--- src/rtl/axi_wr_pkg.sv ---
// Shared AXI write-path constants, FSM state encoding and WRAP length legality check.
package axi_wr_pkg;

   localparam logic [1:0] BURST_FIXED = 2'd0;
   localparam logic [1:0] BURST_INCR  = 2'd1;
   localparam logic [1:0] BURST_WRAP  = 2'd2;

   localparam logic [1:0] RESP_OKAY   = 2'b00;
   localparam logic [1:0] RESP_SLVERR = 2'b10;

   typedef enum logic [1:0] {
      ST_IDLE,
      ST_DATA,
      ST_RESP
   } state_t;

   function automatic logic wrap_len_ok(input logic [7:0] len);
      return (len == 8'd1) || (len == 8'd3) || (len == 8'd7) || (len == 8'd15);
   endfunction

endpackage

--- src/rtl/axi_addr_gen.sv ---
// Next-beat byte address for FIXED/INCR/WRAP bursts; purely combinational, no flow control.
import axi_wr_pkg::*;

module axi_addr_gen #(
   parameter int ADDR_WIDTH = 32
) (
   input  logic [ADDR_WIDTH-1:0] addr,
   input  logic [2:0]            size,
   input  logic [7:0]            len,
   input  logic [1:0]            burst,
   output logic [ADDR_WIDTH-1:0] next_addr
);

   logic [ADDR_WIDTH-1:0] step;
   logic [ADDR_WIDTH-1:0] incr;
   logic [ADDR_WIDTH-1:0] wrap_mask;

   always_comb begin
      step      = ADDR_WIDTH'(1) << size;
      incr      = addr + step;
      // WRAP container is (len+1)*step bytes; legal lengths make it a power of two
      wrap_mask = ((ADDR_WIDTH'(len) + ADDR_WIDTH'(1)) << size) - ADDR_WIDTH'(1);
      case (burst)
         BURST_FIXED: next_addr = addr;
         BURST_INCR:  next_addr = incr;
         BURST_WRAP:  next_addr = (addr & ~wrap_mask) | (incr & wrap_mask);
         default:     next_addr = incr;
      endcase
   end

endmodule

--- src/rtl/axi_wr_burst_slave.sv ---
// AXI write burst slave, one burst in flight: AW -> W beats -> B; each beat reaches the memory port 1 cycle later.
// awready/wready decode the state register only; bvalid/bresp hold until bready; memory port has no backpressure.
import axi_wr_pkg::*;

module axi_wr_burst_slave #(
   parameter  int DATA_WIDTH = 256,
   parameter  int ADDR_WIDTH = 32,
   localparam int STRB_WIDTH = DATA_WIDTH / 8
) (
   input  logic                  clk,
   input  logic                  rst,
   input  logic                  awvalid,
   input  logic [ADDR_WIDTH-1:0] awaddr,
   input  logic [7:0]            awlen,
   input  logic [2:0]            awsize,
   input  logic [1:0]            awburst,
   output logic                  awready,
   input  logic                  wvalid,
   input  logic [DATA_WIDTH-1:0] wdata,
   input  logic [STRB_WIDTH-1:0] wstrb,
   input  logic                  wlast,
   output logic                  wready,
   output logic                  bvalid,
   output logic [1:0]            bresp,
   input  logic                  bready,
   output logic                  mem_we,
   output logic [ADDR_WIDTH-1:0] mem_addr,
   output logic [DATA_WIDTH-1:0] mem_wdata,
   output logic [STRB_WIDTH-1:0] mem_be
);

   localparam logic [2:0] MAX_SIZE = 3'($clog2(STRB_WIDTH));

   state_t                state, state_nxt;
   logic [ADDR_WIDTH-1:0] addr_q, addr_nxt;
   logic [7:0]            len_q;
   logic [2:0]            size_q;
   logic [1:0]            burst_q;
   logic [7:0]            beat_cnt;
   logic                  aw_err;
   logic                  w_err;
   logic                  aw_hs;
   logic                  w_hs;
   logic                  last_beat;
   logic                  aw_err_c;
   logic [ADDR_WIDTH-1:0] align_mask;

   assign aw_hs     = awvalid & awready;
   assign w_hs      = wvalid & wready;
   assign last_beat = (beat_cnt == len_q);

   always_comb begin
      align_mask = (ADDR_WIDTH'(1) << awsize) - ADDR_WIDTH'(1);
      aw_err_c   = (awburst == 2'd3) || (awsize > MAX_SIZE) ||
                   ((awburst == BURST_WRAP) && !wrap_len_ok(awlen)) ||
                   ((awburst == BURST_WRAP) && ((awaddr & align_mask) != '0));
   end

   axi_addr_gen #(
      .ADDR_WIDTH (ADDR_WIDTH)
   ) u_addr_gen (
      .addr      (addr_q),
      .size      (size_q),
      .len       (len_q),
      .burst     (burst_q),
      .next_addr (addr_nxt)
   );

   always_ff @(posedge clk or posedge rst) begin
      if (rst) begin
         state <= ST_IDLE;
      end else begin
         state <= state_nxt;
      end
   end

   always_comb begin
      state_nxt = state;
      awready   = 1'b0;
      wready    = 1'b0;
      bvalid    = 1'b0;
      case (state)
         ST_IDLE: begin
            awready = 1'b1;
            if (awvalid) state_nxt = ST_DATA;
         end
         ST_DATA: begin
            wready = 1'b1;
            // beat count, not wlast, terminates the burst
            if (wvalid && last_beat) state_nxt = ST_RESP;
         end
         ST_RESP: begin
            bvalid = 1'b1;
            if (bready) state_nxt = ST_IDLE;
         end
         default: state_nxt = ST_IDLE;
      endcase
   end

   assign bresp = (bvalid && (aw_err || w_err)) ? RESP_SLVERR : RESP_OKAY;

   always_ff @(posedge clk or posedge rst) begin
      if (rst) begin
         addr_q    <= '0;
         len_q     <= '0;
         size_q    <= '0;
         burst_q   <= '0;
         beat_cnt  <= '0;
         aw_err    <= 1'b0;
         w_err     <= 1'b0;
         mem_we    <= 1'b0;
         mem_addr  <= '0;
         mem_wdata <= '0;
         mem_be    <= '0;
      end else begin
         mem_we <= 1'b0;
         if (aw_hs) begin
            addr_q   <= awaddr;
            len_q    <= awlen;
            size_q   <= awsize;
            burst_q  <= awburst;
            beat_cnt <= '0;
            aw_err   <= aw_err_c;
            w_err    <= 1'b0;
         end
         if (w_hs) begin
            // malformed bursts are drained but never reach memory
            mem_we    <= ~aw_err;
            mem_addr  <= addr_q;
            mem_wdata <= wdata;
            mem_be    <= wstrb;
            addr_q    <= addr_nxt;
            beat_cnt  <= beat_cnt + 8'd1;
            if (wlast != last_beat) w_err <= 1'b1;
         end
      end
   end

endmodule
--- config.mk ---
export PLATFORM = sky130hd
export DESIGN_NAME = axi_wr_burst_slave
export DESIGN_NICKNAME = d
export VERILOG_FILES = /design/src/rtl/axi_wr_pkg.sv /design/src/rtl/axi_addr_gen.sv /design/src/rtl/axi_wr_burst_slave.sv
export SDC_FILE = /design/constraint.sdc
export NUM_CORES = 1
export LEC_CHECK = 0
export CAP_MARGIN = 20
export CORE_AREA = 2 2 259 261
export CTS_BUF_LIST = sky130_fd_sc_hd__clkbuf_4 sky130_fd_sc_hd__clkbuf_8
export DETAILED_ROUTE_END_ITERATION = 16
export DIE_AREA = 0 0 261 263
export GPL_ROUTABILITY_DRIVEN = 0
export SLEW_MARGIN = 0
export SYNTH_ARGS = -nofsm -noshare
export SYNTH_HDL_FRONTEND = slang
export SYNTH_SLANG_ARGS = --single-unit
--- constraint.sdc ---
create_clock -name clk -period 20.1 [get_ports clk]
set_input_delay 4.02 -clock clk [delete_from_list [all_inputs] [get_ports clk]]
set_output_delay 4.02 -clock clk [all_outputs]
set_load 0.02 [all_outputs]
After elaboration in Yosys (flattened, before gate mapping)
Index checks and enable logic that the tools add are counted.
{"block": "totals", "register_bits": 378, "input_bits": 339, "elab_cells": 79}
{"block": "op_classes", "n_addsub": 5, "n_lt_le_gt_ge": 1, "n_eq_ne": 15, "shifts": 3, "n_mux": 17, "bitwise": 8, "n_reduce_logical": 18}
{"cell": "AND 32 bit", "count": 3}
{"cell": "two-way mux 32 bit", "count": 2}
{"cell": "case mux 32 bit (2 select lines)", "count": 1}
{"cell": "<< shifter 1 x 3 -> 32 bit (first input constant)", "count": 2}
{"cell": "adder 32 bit", "count": 1}
{"cell": "NOT 32 bit", "count": 1}
{"cell": "OR 32 bit", "count": 1}
{"cell": "nonzero test 32 bit", "count": 1}
{"cell": "<< shifter 32 x 3 -> 32 bit", "count": 1}
{"cell": "subtractor 32 x 1 -> 32 bit (second input constant)", "count": 1}
{"cell": "subtractor 32 x 2 -> 32 bit (second input constant)", "count": 1}
{"cell": "two-way mux 8 bit", "count": 2}
{"cell": "adder 8 x 1 -> 9 bit (second input constant)", "count": 1}
{"cell": "adder 8 x 1 -> 8 bit (second input constant)", "count": 1}
{"cell": "== test 2 bit (second input constant)", "count": 4}
{"cell": "== test 8 x 1 -> 1 bit (second input constant)", "count": 1}
{"cell": "== test 8 x 2 -> 1 bit (second input constant)", "count": 1}
{"cell": "== test 8 x 3 -> 1 bit (second input constant)", "count": 1}
{"cell": "== test 8 x 4 -> 1 bit (second input constant)", "count": 1}
{"cell": "== test 8 bit", "count": 1}
{"cell": "two-way mux 2 bit", "count": 4}
{"cell": "inequality test 2 bit (second input constant)", "count": 4}
{"cell": "logical OR 1 bit", "count": 7}
{"cell": "two-way mux 1 bit", "count": 7}
{"cell": "other kinds (12)", "count": 17}

Longest topological paths before layout
{"block": "logic_depth", "depth_word": 8, "depth_mapped": 16, "depth_no_buf": 14}

Hierarchy
Synthesis repeated with hierarchy kept, for this count alone.
{"block": "hier_totals", "hier_cells": 2030, "area_unflattened_um2": 17216.5}
{"module": "axi_wr_burst_slave", "n_inst": 1, "cells_per_inst": 1673, "area_per_inst_um2": 14771.7, "seq_area_each_um2": 9459.1}
{"module": "axi_addr_gen", "n_inst": 1, "cells_per_inst": 357, "area_per_inst_um2": 2444.8, "seq_area_each_um2": 0.0}

Worst setup path after synthesis
No wires, ideal clock.
{"block": "synth_timing", "kind": "input to register", "startpoint": "input port awsize[2]", "endpoint": "register aw_err", "t_arrival_ns": 5.980, "required_time_ns": 19.963, "slack_ns": 13.983, "cell_stages": 12, "path_buffers": 1, "cell_sequence": "clkbuf_1 > or3_1 > ha_1 > nor2b_1 > a2111oi_0 > nand3_1 > nor2_1 > o21ai_0 > a221oi_1 > o21ai_0 > a21boi_0 > o21ai_0"}
{"block": "synth_between", "elab_chain_len": 6, "word_cells_on_any_way": 9}
{"item": "start, declared", "line": "axi_wr_burst_slave.sv:15", "rtl": "input logic [2:0] awsize,"}
{"item": "<< shifter 1 x 3 -> 32 bit", "line": "axi_wr_burst_slave.sv:53", "rtl": "align_mask = (ADDR_WIDTH'(1) << awsize) - ADDR_WIDTH'(1);"}
{"item": "subtractor 32 x 2 -> 32 bit", "line": "axi_wr_burst_slave.sv:53"}
{"item": "AND 32 bit", "line": "axi_wr_burst_slave.sv:56", "rtl": "((awburst == BURST_WRAP) && ((awaddr & align_mask) != '0));"}
{"item": "nonzero test 32 bit", "line": "axi_wr_burst_slave.sv:56"}
{"item": "logical AND 1 bit", "line": "axi_wr_burst_slave.sv:56"}
{"item": "logical OR 1 bit *", "line": "axi_wr_burst_slave.sv:55", "rtl": "((awburst == BURST_WRAP) && !wrap_len_ok(awlen)) ||"}
{"item": "end signal, assigned", "line": "axi_wr_burst_slave.sv:123", "rtl": "aw_err <= aw_err_c;"}
{"item": "end, declared", "line": "axi_wr_burst_slave.sv:40", "rtl": "logic aw_err;"}
Mark *: on every way between the ends. The rest lies on a longest branch, timed or not.
A chain may end at the register's enable or synchronous reset.

Worst setup path in the final report
{"block": "layout_timing", "startpoint": "input port awsize[1]", "endpoint": "register aw_err"}
The elaborated chain is that of the path after synthesis.

==> impl_results.md <==
- Share of synthesized flip-flops with an asynchronous set or reset: 1.000
- Leak pwr: 12.19 nW
- CTS Buf Count: 72
- Final instance count without filler cells: approximately 3600
- Worst Setup End Kind: register
- Routed via count: 16715
- Combinational power share: 0.461
- Layout cells sized above 1: 0.06181
- Largest net degree at the start of global routing: approximately 220
- Final Critical Period: 6.365 ns
- Synth Warn #: 0
- Initial antenna violation count: 5
- Initial DRT Pass Iterations: 5
- CTS Sinks: 378
- Final WL: 67.42 mm
- DIE HEIGHT: 263 um
- Postcts setup bufs: 0
- Final Hold Viols: 0
- Clock-pin transition on the worst setup and hold timing paths: ~0.06 ns
- Register area: between 9000 and 10000 um^2
- CTS Buffer Depth: 3
- DP HPWL: 48.77 mm
- Fillers: 6525
- Die width: 261 um
- Cells after Synth: 2051
- Cts repair resizes: 0
- CP max-delay cell: clkdlybuf4s50_1
- Final setup violation count: 0
- Footprint of the multi-input gates: 7103 um^2
- Nets: roughly 3000
- Global-route wire length before repair: 102.4 mm
- Max stage delay on crit path: between 0.5 and 0.6 ns
- Max_slew headroom: 0.1352
- Post-layout util: 0.3977
- Die ar.: between 60000 and 70000 um^2
- H-tree depth: 3
- Worst Slack Setup Final: 13.74 ns
- Net Switching: 1.701 mW
- Clock latency at the later pin of the worst-skew pair: 0.65 ns
- Synth Area in XOR/XNOR: 0.01424
- Required time of the worst setup path: 20.59 ns
- CP max FO: 11
- RSZ-0062 raised after global routing: no
- PD cells: 156.5 nW/um^2
- Routed len/inst: roughly 19 um
- Synthesized cell area: ~17000 um^2
- Grt ovf: 0
- F_max: 157.1 MHz
- Setup tns final: 0 ns
- Antenna viol nets, final: 0
- CP Class: input port to register
- Synth Area in Simple Gates: 0.2985
- Port Buffers: 663
- Sequential area share after synthesis: 0.5492
- Area growth, synth to finish: 51.53%
- Hold WC Path Type: register to register
- Clock Power Share: 0.212
- Cell row count: 94
- I/O Pins: between 600 and 700
- CTS tree: yes
- Initial DRC Count: 1177
- Number of global-route vias before repair: 17155
- Status: finished clean
- Max Cap Viol: 0
- Data arrival time of the critical path: 6.85 ns
- Pwr Total: 4.084 mW
- Post-Route Skew: 0.02133 ns
- Final Cycle Share: 0.3167
- Clock Root Buffer: clkbuf_8
- Top FF cell, synth: dfrtp_1
- Placed cells: 3470
- Largest family of logic cells by synthesized area: simple AND/OR/NAND/NOR gates
- Crit-path cells: clkdlybuf4s50_1, or3_1, ha_1, nor2b_1, a2111oi_0, nand3_1, nor2_1, o21ai_0, a221oi_1, o21ai_0, a21boi_0, o21ai_0
- Flop pwr share: 0.326
- Synthesized-area fraction occupied by adder cells: 0.01133
- Syn Nets: about 2400
- P_int: ~2.4 mW
- Vias/cell: approximately 4.6
- Crit start category: input port
- Hold_buf cts: 0
- #FFs+latches synth: around 380
- Synth unique cells: 86
- Initial core utilization: 0.2624
- Setup WS pre-CTS: ~13 ns
- Mean post-synth cell area: 8.398 um^2
- GRT Resource Usage Total: 0.1922
- Peak supply drop: 0.07866 mV
- Number of enable flip-flop cells after synthesis: 0
- Cell repeated most along the worst path: o21ai_0
- Drt drc: 0
- Core area: 65630 um^2
- Multiplexer area fraction after synthesis: 0.001816
- Least-Margin Pin Slew: 1.297 ns
- Complex-gate fraction of the synthesized area: 0.08557
- Sw frac: 0.4165
- Slew Viols, Final: 0
-- power by group through the flow --
stage / Clock (mW) / Combinational, mW / Sequential, mW
after floorplan: 0 / 0.742 / 1.58
after global placement: 0 / 1.88 / 1.32
after detailed placement: 0 / 1.89 / 1.33
after CTS: 0.894 / 1.90 / 1.33
after global routing: 0.925 / 2.04 / 1.38
final: 0.867 / 1.88 / 1.33
-- state kept, by name (all words and copies together) (netlist names), named ones only --
signal	flops
burst_q	2
w_err	1
mem_wdata	256
state	2
mem_addr	32
beat_cnt	8
mem_we	1
size_q	3
len_q	8
aw_err	1
mem_be	32
-- worst paths after layout --
path	startpoint	end	slack (ns)	cells after the start
setup / recovery	awsize[1]	aw_err	13.74	12
hold / removal	mem_wdata[32]	mem_wdata[32]	0.47	2
setup reg to reg	size_q[0]	register	15.27	12
hold reg to reg	mem_wdata[32]	mem_wdata[32]	0.47	2
max in group asynchronous	rst	mem_wdata[254]	14.00	4
min in group asynchronous	rst	mem_wdata[122]	3.90	2
-- routing by layer --
layer  track usage  part of all wire  vias to the layer above  routed length, um
li1              -                 -                     7906                  -
met1        0.2256              0.39                     8100              26610
met2        0.3317              0.50                      616              33820
met3       0.06230             0.084                       93               5639
met4       0.05805             0.020                        0               1343
met5             0                 0                        -                  0
-- critical path: cells and delay by family --
kind	cells	cell delay [ns]
AND/OR/NAND/NOR	4	0.80
adder cells (fa/ha/maj)	1	0.30
buffers and inverters	1	0.59
AO/OA/AOI/OAI	6	1.16
-- layout make-up --
cell class              count  share of cell area
diodes                      4           0.0003835
clock buffers             115             0.05465
clock inverters            13            0.008054
inverters                  14            0.002301
multi-input cells        1541              0.2722
flip-flops and latches    378              0.3624
well taps                 864             0.04142
repair buffers            673              0.2586
-- per-stage QoR --
| step | cell area, um^2 | hold slack (ns) |
|---|---|---|
| 2_1_floorplan | 17220 | 0.4265 |
| 3_3_place_gp | 24450 | 0.4573 |
| 3_5_place_dp | 24450 | 0.4612 |
| 4_1_cts | 26090 | 0.4750 |
| 5_1_grt | 26100 | 0.4925 |
| 6_report | 26100 | 0.4699 |
-- synth_stat cells, types with 4 or more instances --
cell type / count / area, um^2
or3_1: 10 / 62.56
nor4_1: 8 / 50.05
clkbuf_1: 90 / 337.8
o22ai_1: 5 / 31.28
inv_1: 13 / 48.80
buf_6: 10 / 112.6
o21a_1: 4 / 30.03
a21oi_1: 48 / 240.2
clkbuf_8: 8 / 110.1
nand2_1: 1065 / 3998
nand2b_1: 5 / 31.28
nor3_1: 20 / 100.1
nand3_1: 28 / 140.1
xor2_1: 10 / 87.58
a31o_2: 5 / 43.79
nor2_1: 52 / 195.2
and3_1: 15 / 93.84
buf_2: 4 / 20.02
a21o_1: 4 / 30.03
a2bb2oi_1: 5 / 43.79
and2_1: 10 / 62.56
nor2b_1: 9 / 56.30
o21ai_1: 11 / 55.05
o21ai_0: 63 / 315.3
a211oi_1: 12 / 90.09
o31ai_1: 9 / 67.56
ha_1: 14 / 175.2
xnor2_1: 18 / 157.7
nand4_1: 14 / 87.58
dfrtp_1: 378 / 9459
a31oi_1: 12 / 75.07
o211ai_1: 6 / 45.04
buf_4: 5 / 37.54
-- cell families after synthesis --
kind of cell               after synthesis
other                                    1
and+or+nand+nor                       1267
buffers and inverters                  132
muxes                                    3
xor gates and xnor gates                28
AOI/OAI and AO/OA                      227
adders and majority gates               15
DFF                                    378
-- layout by cell type, fill, tap and decap left out, types with 4 or more instances in the layout --
cell type and instances:
o21ai_0 63, bufinv_16 5, o211ai_1 6, nand2b_1 5, o31ai_1 9, buf_4 7, a211oi_1 12, a21oi_1 48
clkbuf_4 25, clkinv_2 4, or3_1 10, clkbuf_8 90, and2_1 10, dfrtp_1 378, o22ai_1 5, a31o_2 5
nand4_1 14, ha_1 14, o21a_1 4, a31oi_1 12, nor3_1 20, a21o_1 4, clkdlybuf4s50_1 663, diode_2 4
nor2b_1 9, nor2_1 51, nand2_1 1064, a2bb2oi_1 5, inv_1 12, and3_1 15, nor4_1 8, xnor2_1 18
xor2_1 10, nand3_1 28, o21ai_1 11
No activity file was read; power rests on OpenSTA's default activity.
